`config.mk`:
```
export PLATFORM = sky130hd
export DESIGN_NAME = hazard_sequencer
export DESIGN_NICKNAME = d
export VERILOG_FILES = /design/src/rtl/hazard_sequencer.sv
export SDC_FILE = /design/constraint.sdc
export NUM_CORES = 1
export LEC_CHECK = 0
export CORE_UTILIZATION = 45
export DETAILED_ROUTE_END_ITERATION = 16
export GPL_ROUTABILITY_DRIVEN = 0
export PLACE_DENSITY_LB_ADDON = 0.2
export SLEW_MARGIN = 20
export SYNTH_ARGS = -nofsm -noshare
export SYNTH_HDL_FRONTEND = slang
export SYNTH_SLANG_ARGS = --single-unit
```
`constraint.sdc`:
```
create_clock -name clk_i -period 4.5 [get_ports clk_i]
set_clock_uncertainty 0.15 [all_clocks]
set_input_delay 0.9 -clock clk_i [delete_from_list [all_inputs] [get_ports clk_i]]
set_output_delay 0.9 -clock clk_i [all_outputs]
set_load 0.1 [all_outputs]
```
`src/rtl/hazard_sequencer.sv`:
```
// hazard_sequencer
//   Pipeline sequencing controller for the 5-stage RISC-V core. It sits beside
//   the ID-stage Control decoder and:
//     - bubbles the pipe on load-use hazards
//     - freezes the pipe while a multi-cycle MUL occupies EX
//     - flushes IF/ID on taken branches
//   It also keeps a saturating count of the cycles in which the PC was held.
//
// Ports
//   clk_i          : clock, rising edge
//   rst_i          : asynchronous reset, active low
//   start_i        : CPU start, only looked at while idle
//   ID_opcode_i    : opcode of the instruction in ID
//   ID_funct3_i    : funct3 of the instruction in ID
//   ID_funct7_i    : funct7 of the instruction in ID
//   ID_rs1_i       : rs1 of the instruction in ID
//   ID_rs2_i       : rs2 of the instruction in ID
//   EX_MemRead_i   : ID/EX MemRead (a load is in EX)
//   EX_rd_i        : ID/EX destination register
//   branch_taken_i : ID comparator result (beq condition true)
//   PCWrite_o      : PC update enable
//   IFID_Write_o   : IF/ID register write enable
//   IFID_Flush_o   : zero the IF/ID contents at the next edge
//   NoOp_o         : force all Control outputs to 0 (bubble into ID/EX)
//   pipe_hold_o    : hold ID/EX, EX/MEM and MEM/WB
//   stall_cycles_o : saturating count of cycles with PCWrite_o=0 after start

module hazard_sequencer #(
    parameter int MUL_LATENCY = 3,
    parameter int CNT_W       = 4,
    parameter int STALL_W     = 16
) (
    input  logic               clk_i,
    input  logic               rst_i,
    input  logic               start_i,
    input  logic [6:0]         ID_opcode_i,
    input  logic [2:0]         ID_funct3_i,
    input  logic [6:0]         ID_funct7_i,
    input  logic [4:0]         ID_rs1_i,
    input  logic [4:0]         ID_rs2_i,
    input  logic               EX_MemRead_i,
    input  logic [4:0]         EX_rd_i,
    input  logic               branch_taken_i,
    output logic               PCWrite_o,
    output logic               IFID_Write_o,
    output logic               IFID_Flush_o,
    output logic               NoOp_o,
    output logic               pipe_hold_o,
    output logic [STALL_W-1:0] stall_cycles_o
);

    typedef enum logic [1:0] {
        IDLE     = 2'd0,
        RUN      = 2'd1,
        MUL_WAIT = 2'd2
    } state_t;

    localparam logic [6:0] OP_RTYPE  = 7'b0110011;
    localparam logic [6:0] OP_STORE  = 7'b0100011;
    localparam logic [6:0] OP_BRANCH = 7'b1100011;

    // A single-cycle MUL never needs the freeze.
    localparam bit MUL_FREEZE = (MUL_LATENCY > 1);
    localparam logic [CNT_W-1:0] MUL_WAIT_CYCLES = CNT_W'(MUL_LATENCY - 1);

    state_t             state_q, state_d;
    logic [CNT_W-1:0]   mul_cnt_q, mul_cnt_d;
    logic [STALL_W-1:0] stall_q, stall_d;

    logic uses_rs2;
    logic is_mul;
    logic is_beq;
    logic load_use;

    // Instruction decode for the hazard checks. rs2 only matters for formats
    // that actually read it; the rs2 field of an I-type is immediate bits.
    always_comb begin
        uses_rs2 = (ID_opcode_i == OP_RTYPE) || (ID_opcode_i == OP_STORE) ||
                   (ID_opcode_i == OP_BRANCH);
        is_mul   = (ID_opcode_i == OP_RTYPE) && (ID_funct7_i == 7'b0000001) &&
                   (ID_funct3_i == 3'b000);
        is_beq   = (ID_opcode_i == OP_BRANCH);
        load_use = EX_MemRead_i && (EX_rd_i != 5'd0) &&
                   ((EX_rd_i == ID_rs1_i) || (uses_rs2 && (EX_rd_i == ID_rs2_i)));
    end

    always_comb begin
        state_d      = state_q;
        mul_cnt_d    = mul_cnt_q;
        PCWrite_o    = 1'b0;
        IFID_Write_o = 1'b0;
        IFID_Flush_o = 1'b0;
        NoOp_o       = 1'b0;
        pipe_hold_o  = 1'b0;

        unique case (state_q)
            IDLE: begin
                NoOp_o = 1'b1;
                if (start_i) begin
                    state_d = RUN;
                end
            end
            RUN: begin
                if (load_use) begin
                    // A branch hidden behind a load-use bubble is re-evaluated
                    // next cycle, so no flush here.
                    NoOp_o = 1'b1;
                end else begin
                    PCWrite_o    = 1'b1;
                    IFID_Write_o = 1'b1;
                    if (is_mul && MUL_FREEZE) begin
                        // The MUL issues normally this cycle; the freeze covers
                        // the remaining cycles it spends in EX.
                        state_d   = MUL_WAIT;
                        mul_cnt_d = MUL_WAIT_CYCLES;
                    end else if (is_beq && branch_taken_i) begin
                        IFID_Flush_o = 1'b1;
                    end
                end
            end
            MUL_WAIT: begin
                pipe_hold_o = 1'b1;
                mul_cnt_d   = mul_cnt_q - CNT_W'(1);
                if (mul_cnt_q == CNT_W'(1)) begin
                    state_d = RUN;
                end
            end
            default: begin
                state_d = IDLE;
            end
        endcase
    end

    // Counts held-PC cycles only once the core is running; sticks at all-ones.
    always_comb begin
        stall_d = stall_q;
        if ((state_q != IDLE) && !PCWrite_o && (stall_q != '1)) begin
            stall_d = stall_q + STALL_W'(1);
        end
    end

    always_ff @(posedge clk_i or negedge rst_i) begin
        if (!rst_i) begin
            state_q   <= IDLE;
            mul_cnt_q <= '0;
            stall_q   <= '0;
        end else begin
            state_q   <= state_d;
            mul_cnt_q <= mul_cnt_d;
            stall_q   <= stall_d;
        end
    end

    assign stall_cycles_o = stall_q;

endmodule

```
==> flow_metrics.py <==
metrics = {
    "sta": {
        "max_freq_mhz": 248,
        "holdWs_ns": 0.361,
        "crit_path_setup_slack_layout_ns": 0.465,
        "max_slew_margin_pct": 33.7,
        "fin_crit_sh_pct": 89.7,
        "layout_min_cycle_time_ns": 4.03,
        "rsz0062_at_grt": "false",
        "timing_hold_violations_final": 0,
        "finalSetupViolations": 0,
        "setup_tns_ns": 0,
        "max_slew.worst_pin.slew_ns": 0.992,
        "final_max_slew_viol_count": 0,
    },
    "detailed_routing": {
        "drt-vias-per-instance": 5.25,
        "met3_wirelength_um": 131,
        "dr.first_iter.drc_count": 17,
        "antenna_left": 0,
        "routedWlPerCell_um": 13.7,
        "route.detailed.drc": 0,
        "wl_met2_mm": 1.58,
        "top_layer": "met4",
        "totalWireLength_mm": 2.91,
        "detail_route.wirelength.met1_mm": 1.18,
        "drt-pass1-iter-count": 4,
        "via_total_after_detailed_routing": 1119,
    },
    "synth": {
        "synth-warning-count": 0,
        "synth-compound-area-share_pct": 10.2,
        "synth-edff-count": 0,
        "synth_top_family_by_area": "simple AND/OR/NAND/NOR gates",
        "synthArstFlopShare_pct": 100,
        "largest_cells_by_area_after_synthesis": "sky130_fd_sc_hd__dfrtp_1 (42%), sky130_fd_sc_hd__xnor2_1 (14%), sky130_fd_sc_hd__nand4_1 (4.8%)",
        "yosys-mux-area-fraction_pct": 2.50,
        "yosys.area.top_type": "sky130_fd_sc_hd__dfrtp_1",
        "synth_xor_xnor_area_share_pct": 17.5,
        "yosys.area_share.adder_pct": 2.89,
        "postSynthRegisterBits": 22,
        "syn_avg_cell_area_um2": 10.5,
        "yosysTopAreaCellShare_pct": 42.4,
        "syn_area_um2": 1300,
        "synth_sequential_area_ratio_pct": 42.4,
        "number_of_cells_produced_by_synthesis": 124,
        "synth-main-ff-cell": "sky130_fd_sc_hd__dfrtp_1",
        "post_synth_and_or_nand_nor_area_fraction_pct": 21.0,
        "unique_cell_type_count_in_the_yosys_netlist": 33,
        "synthesized_netlist_net_count": 164,
    },
    "layout": {
        "num_antenna_cells": 0,
        "drive_above_1_share_pct": 9.89,
        "area.sequential_um2": 551,
        "area_used_by_multi_input_combinational_logic_um2": 718,
        "final-instance-count-excl-fill": 213,
        "finish.net_count": 223,
        "area.growth.synth_to_final_pct": 52.2,
        "layout.filler_cells": 202,
    },
    "clock_tree": {
        "cts_repair_resize_count": 0,
        "cts-hold-fix-buffers": 0,
        "cts_setup_buffers": 0,
        "cts_tree": "built",
        "worst_setup_hold_path_clk_slew_ns": 0.12,
        "cts.root.buffer_cell": "sky130_fd_sc_hd__clkbuf_4",
        "cts_inserted_buffers": 3,
        "cts_num_sinks": 22,
        "insertion_delay_ns": 0.31,
        "ctsLongestPathBuffers": 2,
        "cts.htree.levels": 1,
    },
    "critical_path": {
        "reg2reg_depth": 5,
        "crit_type": "input port to output port",
        "timing.critical_path.from_type": "input port",
        "critPathArrivalTime_ns": 2.98,
        "cp_cell_sequence": "clkdlybuf4s50_1 -> or4_1 -> o221ai_1 -> nand3_1 -> nor4_4 -> buf_12",
        "slowest_stage": "sky130_fd_sc_hd__or4_1",
        "critical_path.max_stage_delay_ns": 0.57,
        "critical_path.endpoint_type": "output port",
        "rr_startpoint": "stall_cycles_o[5]$_DFFE_PN0P_",
        "worst-endpoint-required_ns": 3.45,
        "critical_path.max_fanout": 4,
        "critical_path.startpoint": "EX_rd_i[1]",
    },
    "min_path": {
        "hold_path_class": "flip-flop to flip-flop",
        "cell_depth_of_the_worst_min_delay_path": 1,
        "hold_path.startpoint": "stall_cycles_o[14]$_DFFE_PN0P_",
    },
    "place": {
        "dp_cells": 209,
        "io_buffers": 57,
        "placement.setup.worst_slack_ns": 0.465,
        "dp_hpwl_mm": 2.44,
    },
    "outcome": {
        "outcome": "completed",
    },
    "die": {
        "fp.coreArea_um2": 2730,
        "ioPinCount": 58,
        "core.rowCount": 19,
        "initial_utilization_pct": 47.5,
        "die_y_um": 55.7,
        "design.die.area_um2": 3100,
        "die_width_um": 55.7,
    },
    "global_route": {
        "global_route_wire_length_before_repair_mm": 4.77,
        "first_global_vias": 1131,
        "grt_remaining_overflow": 0,
        "grt_antenna_before_repair": 0,
        "grtUsageTotal_pct": 19.5,
        "grt_max_degree": 23,
    },
    "power": {
        "powerDensity_nw_per_um2": 401,
        "p_leak_nw": 0.766,
        "finalPower_w": 0.000793,
        "vdd.ir_drop.worst_uv": 509,
    },
    "flow_run": {
        "cap_violations": 0,
    },
}
==> per-layer routing <==
| layer | GRT usage (%) | up-vias |
|---|---|---|
| met5 | 0 | - |
| met3 | 4.65 | 4 |
| met4 | 4.29 | 0 |
| met1 | 21.8 | 524 |
| met2 | 37.0 | 33 |
| li1 | - | 558 |
==> kinds of logic after synthesis <==
kind of cell,Yosys count
xor gates and xnor gates,26
adders and majority gates,3
buffers and inverters,9
AOI/OAI and AO/OA,14
and+or+nand+nor,47
muxes,3
DFF,22
==> where the power goes <==
| part | total (W) | switching [W] | internal, W |
|---|---|---|---|
| clock | 0.000108 | 0.0000587 | 0.0000494 |
| combinational | 0.000415 | 0.000276 | 0.000139 |
| sequential | 0.000270 | 0.0000396 | 0.000230 |
| total | 0.000793 | 0.000375 | 0.000418 |
==> stage by stage <==
| stage | util (%) | area (um^2) |
|---|---|---|
| after floorplan | - | 1310 |
| after global placement | 71.0 | 1940 |
| after detailed placement | 71.0 | 1940 |
| after CTS | 72.3 | 1980 |
| final | 72.3 | 1980 |
| after global routing | 72.3 | 1980 |
==> Yosys cell counts, types with 2 or more instances <==
cell                       instances
sky130_fd_sc_hd__a21oi_1           4
sky130_fd_sc_hd__and3_1            3
sky130_fd_sc_hd__dfrtp_1          22
sky130_fd_sc_hd__ha_1              3
sky130_fd_sc_hd__inv_1             6
sky130_fd_sc_hd__mux2_2            2
sky130_fd_sc_hd__nand2_1           7
sky130_fd_sc_hd__nand2b_1          2
sky130_fd_sc_hd__nand3_1           9
sky130_fd_sc_hd__nand4_1          10
sky130_fd_sc_hd__nor2_1            4
sky130_fd_sc_hd__nor3_1            2
sky130_fd_sc_hd__nor4_1            2
sky130_fd_sc_hd__nor4b_1           2
sky130_fd_sc_hd__o211ai_1          2
sky130_fd_sc_hd__o21ai_0           3
sky130_fd_sc_hd__xnor2_1          21
sky130_fd_sc_hd__xor2_1            5
==> final timing paths <==
check                                                      end  slack [ns]
worst max-delay path                              IFID_Flush_o        0.47
worst min-delay path            stall_cycles_o[14]$_DFFE_PN0P_        0.36
worst max register to register   stall_cycles_o[1]$_DFFE_PN0P_        2.25
worst min register to register  stall_cycles_o[14]$_DFFE_PN0P_        0.36
max in group asynchronous        stall_cycles_o[4]$_DFFE_PN0P_        2.68
min in group asynchronous        stall_cycles_o[9]$_DFFE_PN0P_        0.95
==> flip-flops by register name, summed over array words and instances, names as in the netlist <==
signal and cells:
stall_cycles_o 16, mul_cnt_q 4, state_q 2
==> layout make-up <==
cell class | count | share of cell area, %
clock buffers | 4 | 1.84
inverters | 6 | 1.14
multi-input cells | 93 | 36.3
flip-flops and latches | 22 | 27.8
well taps | 31 | 1.96
repair buffers | 57 | 30.9
==> critical path: cells and delay by family <==
kind	cells	cell delay, ns
compound gates	1	0.33
buf+inv	2	0.67
simple gates	3	1.08
==> cells in the final DEF (no fill, tap or decap), types with 2 or more instances in the layout <==
cell type / instances
sky130_fd_sc_hd__clkdlybuf4s50_1: 53
sky130_fd_sc_hd__dfrtp_1: 22
sky130_fd_sc_hd__xnor2_1: 21
sky130_fd_sc_hd__nand4_1: 10
sky130_fd_sc_hd__nand3_1: 9
sky130_fd_sc_hd__nand2_1: 7
sky130_fd_sc_hd__inv_1: 6
sky130_fd_sc_hd__xor2_1: 5
sky130_fd_sc_hd__a21oi_1: 4
sky130_fd_sc_hd__nor2_1: 4
sky130_fd_sc_hd__buf_12: 4
sky130_fd_sc_hd__and3_1: 3
sky130_fd_sc_hd__o21ai_0: 3
sky130_fd_sc_hd__ha_1: 3
sky130_fd_sc_hd__clkbuf_4: 3
sky130_fd_sc_hd__nand2b_1: 2
sky130_fd_sc_hd__nor3_1: 2
sky130_fd_sc_hd__o211ai_1: 2
sky130_fd_sc_hd__mux2_2: 2
sky130_fd_sc_hd__nor4b_1: 2
No activity file was read; power rests on OpenSTA's default activity.
